===== src/rtl/imm_instr_encoder.sv =====
// imm_instr_encoder: packs RV32I fields and a signed immediate into an instruction word.
// Stage 1 registers the fields with a range/alignment verdict, stage 2 packs the word.
module imm_instr_encoder #(
  parameter int CNT_W = 16
) (
  input  logic             clk,
  input  logic             reset,
  input  logic             in_valid,
  output logic             in_ready,
  input  logic [6:0]       in_opcode,
  input  logic [4:0]       in_rd,
  input  logic [4:0]       in_rs1,
  input  logic [4:0]       in_rs2,
  input  logic [2:0]       in_funct3,
  input  logic [6:0]       in_funct7,
  input  logic [31:0]      in_imm,
  output logic             out_valid,
  input  logic             out_ready,
  output logic [31:0]      out_instr,
  output logic             out_err,
  output logic [CNT_W-1:0] enc_count,
  output logic [CNT_W-1:0] err_count
);
  localparam logic [6:0] OP_IMM = 7'b0010011, LOAD = 7'b0000011, JALR = 7'b1100111,
                         STORE = 7'b0100011, BRANCH = 7'b1100011, JAL = 7'b1101111,
                         LUI = 7'b0110111, AUIPC = 7'b0010111, OP = 7'b0110011;
  localparam logic [31:0] NOP = 32'h00000013;
  logic        r_s1_v, r_s1_err;
  logic [6:0]  r_op, r_f7;
  logic [4:0]  r_rd, r_rs1, r_rs2;
  logic [2:0]  r_f3;
  logic [31:0] r_imm;
  logic        w_i_ok, w_b_ok, w_j_ok, w_err, w_s2_adv;
  logic [31:0] w_pack;
  // A value fits in N signed bits when every bit above bit N-2 equals the sign bit.
  assign w_i_ok   = &in_imm[31:11] | ~|in_imm[31:11];
  assign w_b_ok   = (&in_imm[31:12] | ~|in_imm[31:12]) & ~in_imm[0];
  assign w_j_ok   = (&in_imm[31:20] | ~|in_imm[31:20]) & ~in_imm[0];
  assign w_s2_adv = !out_valid | out_ready;
  assign in_ready = !r_s1_v | w_s2_adv;
  always_comb begin
    w_err = (in_opcode == OP_IMM || in_opcode == LOAD || in_opcode == JALR ||
             in_opcode == STORE) ? !w_i_ok :
            (in_opcode == BRANCH) ? !w_b_ok :
            (in_opcode == JAL) ? !w_j_ok :
            (in_opcode == LUI || in_opcode == AUIPC) ? |in_imm[11:0] :
            (in_opcode == OP) ? 1'b0 : 1'b1;
  end
  // Unsupported opcodes are already flagged, so the I-type layout serves as the fallback.
  always_comb begin
    w_pack = r_s1_err ? NOP :
             (r_op == OP) ? {r_f7, r_rs2, r_rs1, r_f3, r_rd, r_op} :
             (r_op == STORE) ? {r_imm[11:5], r_rs2, r_rs1, r_f3, r_imm[4:0], r_op} :
             (r_op == BRANCH) ? {r_imm[12], r_imm[10:5], r_rs2, r_rs1, r_f3, r_imm[4:1],
                                 r_imm[11], r_op} :
             (r_op == JAL) ? {r_imm[20], r_imm[10:1], r_imm[11], r_imm[19:12], r_rd, r_op} :
             (r_op == LUI || r_op == AUIPC) ? {r_imm[31:12], r_rd, r_op} :
             {r_imm[11:0], r_rs1, r_f3, r_rd, r_op};
  end
  always_ff @(posedge clk) begin
    if (in_valid && in_ready) begin
      r_op     <= in_opcode;
      r_rd     <= in_rd;
      r_rs1    <= in_rs1;
      r_rs2    <= in_rs2;
      r_f3     <= in_funct3;
      r_f7     <= in_funct7;
      r_imm    <= in_imm;
      r_s1_err <= w_err;
    end
  end
  always_ff @(posedge clk or posedge reset) begin
    if (reset) begin
      r_s1_v    <= 1'b0;
      out_valid <= 1'b0;
      out_instr <= '0;
      out_err   <= 1'b0;
      enc_count <= '0;
      err_count <= '0;
    end else begin
      if (in_ready) r_s1_v <= in_valid;
      if (w_s2_adv) begin
        out_valid <= r_s1_v;
        if (r_s1_v) begin
          out_instr <= w_pack;
          out_err   <= r_s1_err;
        end
      end
      if (out_valid && out_ready) begin
        if (!(&enc_count)) enc_count <= enc_count + CNT_W'(1);
        if (out_err && !(&err_count)) err_count <= err_count + CNT_W'(1);
      end
    end
  end
endmodule


===== config.mk =====
export PLATFORM = sky130hd
export DESIGN_NAME = imm_instr_encoder
export DESIGN_NICKNAME = d
export VERILOG_FILES = /design/src/rtl/imm_instr_encoder.sv
export SDC_FILE = /design/constraint.sdc
export NUM_CORES = 1
export LEC_CHECK = 0
export ABC_AREA = 0
export CAP_MARGIN = 0
export CORE_MARGIN = 3
export CORE_UTILIZATION = 49
export DETAILED_ROUTE_END_ITERATION = 10
export PLACE_DENSITY = 0.76
export SYNTH_ARGS = -nofsm -noshare
export SYNTH_HDL_FRONTEND = slang
export SYNTH_SLANG_ARGS = --single-unit

===== constraint.sdc =====
create_clock -name clk -period 3 [get_ports clk]
set_clock_uncertainty 0.1 [all_clocks]
set_input_delay 0.9 -clock clk [delete_from_list [all_inputs] [get_ports clk]]
set_output_delay 0.9 -clock clk [all_outputs]
set_load 0.03 [all_outputs]

* Yosys cells after proc, flatten, opt, wreduce, memory -nomap -nowiden
Index checks and enable logic that the tools add are counted.
Operators by class: add/sub/neg operators 2, equality and inequality tests 15, mux-type cells 11, bitwise operators 9, reduce and logical (&&, ||, !) cells 29
Operators with widths (count):
- two-way mux 32 bit | 6
- equality test 7 x 6 -> 1 bit, second input constant | 6
- equality test 7 bit, second input constant | 5
- adder 16 x 1 -> 16 bit, second input constant | 2
- AND reduction 16 bit | 2
- OR reduction 12 bit | 2
- equality test 7 x 5 -> 1 bit, second input constant | 3
- AND reduction 21 bit | 1
- OR reduction 21 bit | 1
- AND reduction 20 bit | 1
- OR reduction 20 bit | 1
- AND reduction 12 bit | 1
- zero test 1 bit | 9
- equality test 7 x 2 -> 1 bit, second input constant | 1
- AND reduction 2 bit | 3
- logical OR 1 bit | 5
- two-way mux 1 bit | 5
- OR 1 bit | 5
- logical AND 1 bit | 3
- bitwise AND 1 bit | 2
- NOT 1 bit | 2
Storage, ports and cells: flip-flop bits (word level) 132, logic and storage cells 80

* Logic depth before layout (Yosys ltp)
Gate-level depths: netlist (run 1).
depth in word-level cells 8, depth in mapped cells 8

* Worst setup path before layout (run 1)
No wires, ideal clock.
path type input -> register, start point in out_ready, end point reg r_f3[0], enable pin, setup time 0.430 ns, arrival 2.811 ns, required time 2.470 ns, path slack -0.340 ns, cell stages on the path 2, path through nand3b_1 > and2_1
On the way: word-level cells in the longest chain between the ends 3
Ends and longest elaborated chain:
- start: declaration | RTL line 18 | input logic out_ready,
- OR 1 bit | RTL line 39 | assign w_s2_adv = !out_valid | out_ready;
- OR 1 bit | RTL line 40 | assign in_ready = !r_s1_v | w_s2_adv;
- logical AND 1 bit | RTL line 61 | if (in_valid && in_ready) begin
- end signal: assignment | RTL line 66 | r_f3 <= in_funct3;
- end: declaration | RTL line 31 | logic [2:0] r_f3;
Every way passes these cells. A chain may end at the register's enable or synchronous reset.

* Worst setup path in the final report (run 1)
start point in out_ready, end point out in_ready
On the way: word-level cells in the longest chain between the ends 2
Ends and longest elaborated chain:
- OR 1 bit | RTL line 39
- OR 1 bit | RTL line 40
- end: declaration | RTL line 9 | output logic in_ready,
Every way passes these cells.

==> run summary, run 1 <==
CTS resizes -> 0
DR vias/cell -> 5.34
CTS Hold Bufs -> 0
FF-to-FF End -> out_instr[23]$_DFFE_PP0P_
Reg clk slew, reported paths -> 60 ps
Die W -> 111 um
Setup TNS Final -> 0 ps
Synth Net Count -> 487
Place WS -> 211 ps
H-tree depth -> 4
Antenna violations before repair -> 0
Inserted Clock Buffers -> 17
Hold Path Class -> register to register
Max-cap violations -> 0
Hold Violations, Final -> 0
Remaining DRCs -> 0
R2r worst-path depth -> 5
Ys Warns -> 0
Initial core utilization -> 51.7%
Minimum clock period -> 2810 ps
Vias in the first global route -> 3803
CP Class -> primary input to output pin
CTS Root Cell -> clkbuf_8
Post-synth top flop -> dfrtp_1
Unique masters post-synth -> 51
Placement-stage cell area -> 7010 um^2
Clk buf depth -> 2
Share of cells above drive strength 1 -> 8.97%
I/O pin cnt -> 135
Synthesis-to-layout area growth -> 38.6%
Number of flops mapped to enable cells by yosys -> 65
Synthesized cell area -> 5450 um^2
WL final -> 12000 um
Routed WL per cell -> 16.8 um
Post-DP HPWL -> 9070 um
Gr ovfl total -> 0
Worst hold start -> out_instr[4]$_DFFE_PP0P_
Count of final setup violators -> 0
FFs w/ async S/R, synth -> 50.8%
Worst-Skew Late Latency -> 500 ps
Sequential area share after synthesis -> 66.5%
Status -> completed
First-pass DRT Iterations -> 5
DRT iter0 DRCs -> 254
Max-slew violation count -> 0
Final Cell Area -> 7560 um^2
Final ANT Viol Nets -> 0
TritonCTS clock tree -> yes
Setup Fix Bufs, Post-CTS -> 0
Final setup margin -> 188 ps
Worst flop-to-flop path startpoint -> r_op[6]$_DFFE_PP_
GRT Overall Usage -> 19.7%
Cell count after synthesis -> 417
Max_slew headroom -> 47.5%
CTS Sinks -> 132
Fmax -> 356 MHz
Core outline area -> 10600 um^2
Hold Crit Depth -> 2
Port Buffer Count -> 134
Critical Path RT -> 2000 ps
RSZ-0062 raised after global routing -> false
Cell total after placement -> 684
First-pass GRT wire length -> 19500 um
Crit Path Max Fanout -> 4
Non-filler cells, final -> 716
Die height -> 111 um
Gp weighted congestion -> 0.900
Worst VDD drop -> 0.420 mV
Nets -> 637
Worst setup EP type -> output pin
Hold Path Sink -> out_instr[4]$_DFFE_PP0P_
Crit path launch type -> primary input
Largest net degree at the start of global routing -> 68
Leakage -> 2.95 nW
Yosys reg bits -> 132
Period Utilization, post-route -> 93.7%
Total number of vias -> 3827
PwrDens -> 645 nW/um^2
Row count -> 37
Die area -> 12400 um^2
Worst R2R Setup Slack -> 680 ps
N_diodes -> 0
Actual slew at the worst max-slew pin -> 785 ps
Syn Area/Cell -> 13.1 um^2
WP data arrival -> 1810 ps
synth_stat cells, types with 2 or more instances:
library cell / number / share of area [%]
mux2i_1: 23 / 4.2
buf_2: 3 / 0.28
nand4_1: 16 / 1.8
o21ai_0: 24 / 2.2
nand3b_1: 3 / 0.41
inv_1: 9 / 0.62
mux2_2: 2 / 0.41
nor3_1: 7 / 0.64
o2111ai_1: 2 / 0.32
nand2_1: 49 / 3.4
nor2_1: 14 / 0.96
nand3_1: 11 / 1.0
ha_1: 2 / 0.46
dfrtp_1: 67 / 31
buf_6: 2 / 0.41
xor2_1: 12 / 1.9
edfxtp_1: 65 / 36
and2_1: 2 / 0.23
nor4_1: 13 / 1.5
clkbuf_1: 7 / 0.48
nand4b_1: 3 / 0.48
or3_1: 2 / 0.23
and4_1: 3 / 0.48
and3_1: 6 / 0.69
a22o_1: 11 / 1.8
nand2b_1: 7 / 0.80
or2_2: 2 / 0.23
xnor2_1: 18 / 2.9
o21ai_1: 10 / 0.92
metrics by stage:
stage	total power, mW	util, %	hold WS, ps
global placement	3.02	66.4	365
finish	4.87	71.6	380
floorplan	2.63	-	357
global route	5.08	71.6	399
CTS	4.92	71.6	385
detailed placement	3.04	66.4	372
sequential cells by signal (all words and copies together) (netlist names), 3 cells and up:
register / cells
r_op: 7
r_f3: 3
r_rd: 5
err_count: 16
r_rs2: 5
out_instr: 32
r_f7: 7
r_imm: 32
enc_count: 16
r_rs1: 5
cells by family (layout without fill, tap and decap cells):
logic type,Yosys count,after routing,share of synthesized area (%)
compound gates,59,59,7.16
xor+xnor,30,30,4.82
fa+ha+maj,2,2,0.459
buf+inv,23,186,2.29
flops,132,132,66.5
mux,26,26,4.84
simple gates,145,145,13.9
power breakdown:
| group | leakage [nW] | switching [mW] | internal (mW) |
|---|---|---|---|
| clock | 0.252 | 0.767 | 1.11 |
| combinational | 1.20 | 0.419 | 0.365 |
| sequential | 1.50 | 0.149 | 2.07 |
worst max-delay path, cell delays in order:
cell,delay (ps)
clkdlybuf4s50_1,470
nand3b_1,240
buf_4,200
layer usage:
metal / track usage, % / share of wire (%) / up-vias
li1: - / - / 1847
met3: 3.86 / 5.0 / 10
met4: 6.08 / 1.1 / 0
met1: 26.6 / 44 / 1831
met5: 0 / 0 / -
met2: 32.4 / 50 / 139
cells in the final DEF (no fill, tap or decap), types with 3 or more instances in the layout:
| master | netlist | layout |
|---|---|---|
| buf_4 | 1 | 8 |
| nand2b_1 | 7 | 7 |
| dfrtp_1 | 67 | 67 |
| o21ai_0 | 24 | 24 |
| xnor2_1 | 18 | 18 |
| nand3b_1 | 3 | 3 |
| nor4_1 | 13 | 13 |
| clkdlybuf4s50_1 | 0 | 133 |
| nand3_1 | 11 | 11 |
| nand4b_1 | 3 | 3 |
| nor2_1 | 14 | 14 |
| o21ai_1 | 10 | 10 |
| nand2_1 | 49 | 49 |
| and3_1 | 6 | 6 |
| a22o_1 | 11 | 11 |
| xor2_1 | 12 | 12 |
| edfxtp_1 | 65 | 65 |
| nor3_1 | 7 | 7 |
| buf_12 | 1 | 4 |
| and4_1 | 3 | 3 |
| nand4_1 | 16 | 16 |
| inv_1 | 9 | 8 |
| mux2i_1 | 23 | 23 |
| clkbuf_16 | 0 | 16 |
| inv_6 | 0 | 4 |
| clkinvlp_4 | 0 | 5 |
cell type report:
class	instances	area (um^2)
Fill cell	749	3000
Tap cell	136	170
Inverter	9	33.8
Clock buffer	18	418
Clock inverter	14	129
Multi-Input combinational cell	262	1710
Timing Repair Buffer	145	1470
Sequential cell	132	3630
worst max path at each step:
stage | start | end | slack, ps | cells past startpoint
after CTS | out_ready | in_ready | 190 | 3
after floorplan | reset | enc_count[0]$_DFFE_PP0P_ | 320 | 1
final | out_ready | in_ready | 190 | 3
after global routing | out_ready | in_ready | 170 | 3
after detailed placement | out_ready | in_ready | 210 | 3
after global placement | out_ready | in_ready | 250 | 3
Power figures use the tool's default switching activity.
==> run 2, diff against run 1 <==
--- a/config.mk
+++ b/config.mk
@@ -10,6 +10,7 @@
 export CORE_MARGIN = 3
 export CORE_UTILIZATION = 49
 export DETAILED_ROUTE_END_ITERATION = 10
+export GPL_ROUTABILITY_DRIVEN = 0
 export PLACE_DENSITY = 0.76
 export SYNTH_ARGS = -nofsm -noshare
 export SYNTH_HDL_FRONTEND = slang
==> results of run 2 <==
No change in the layout: final DEF, timing and power equal those of run 1.
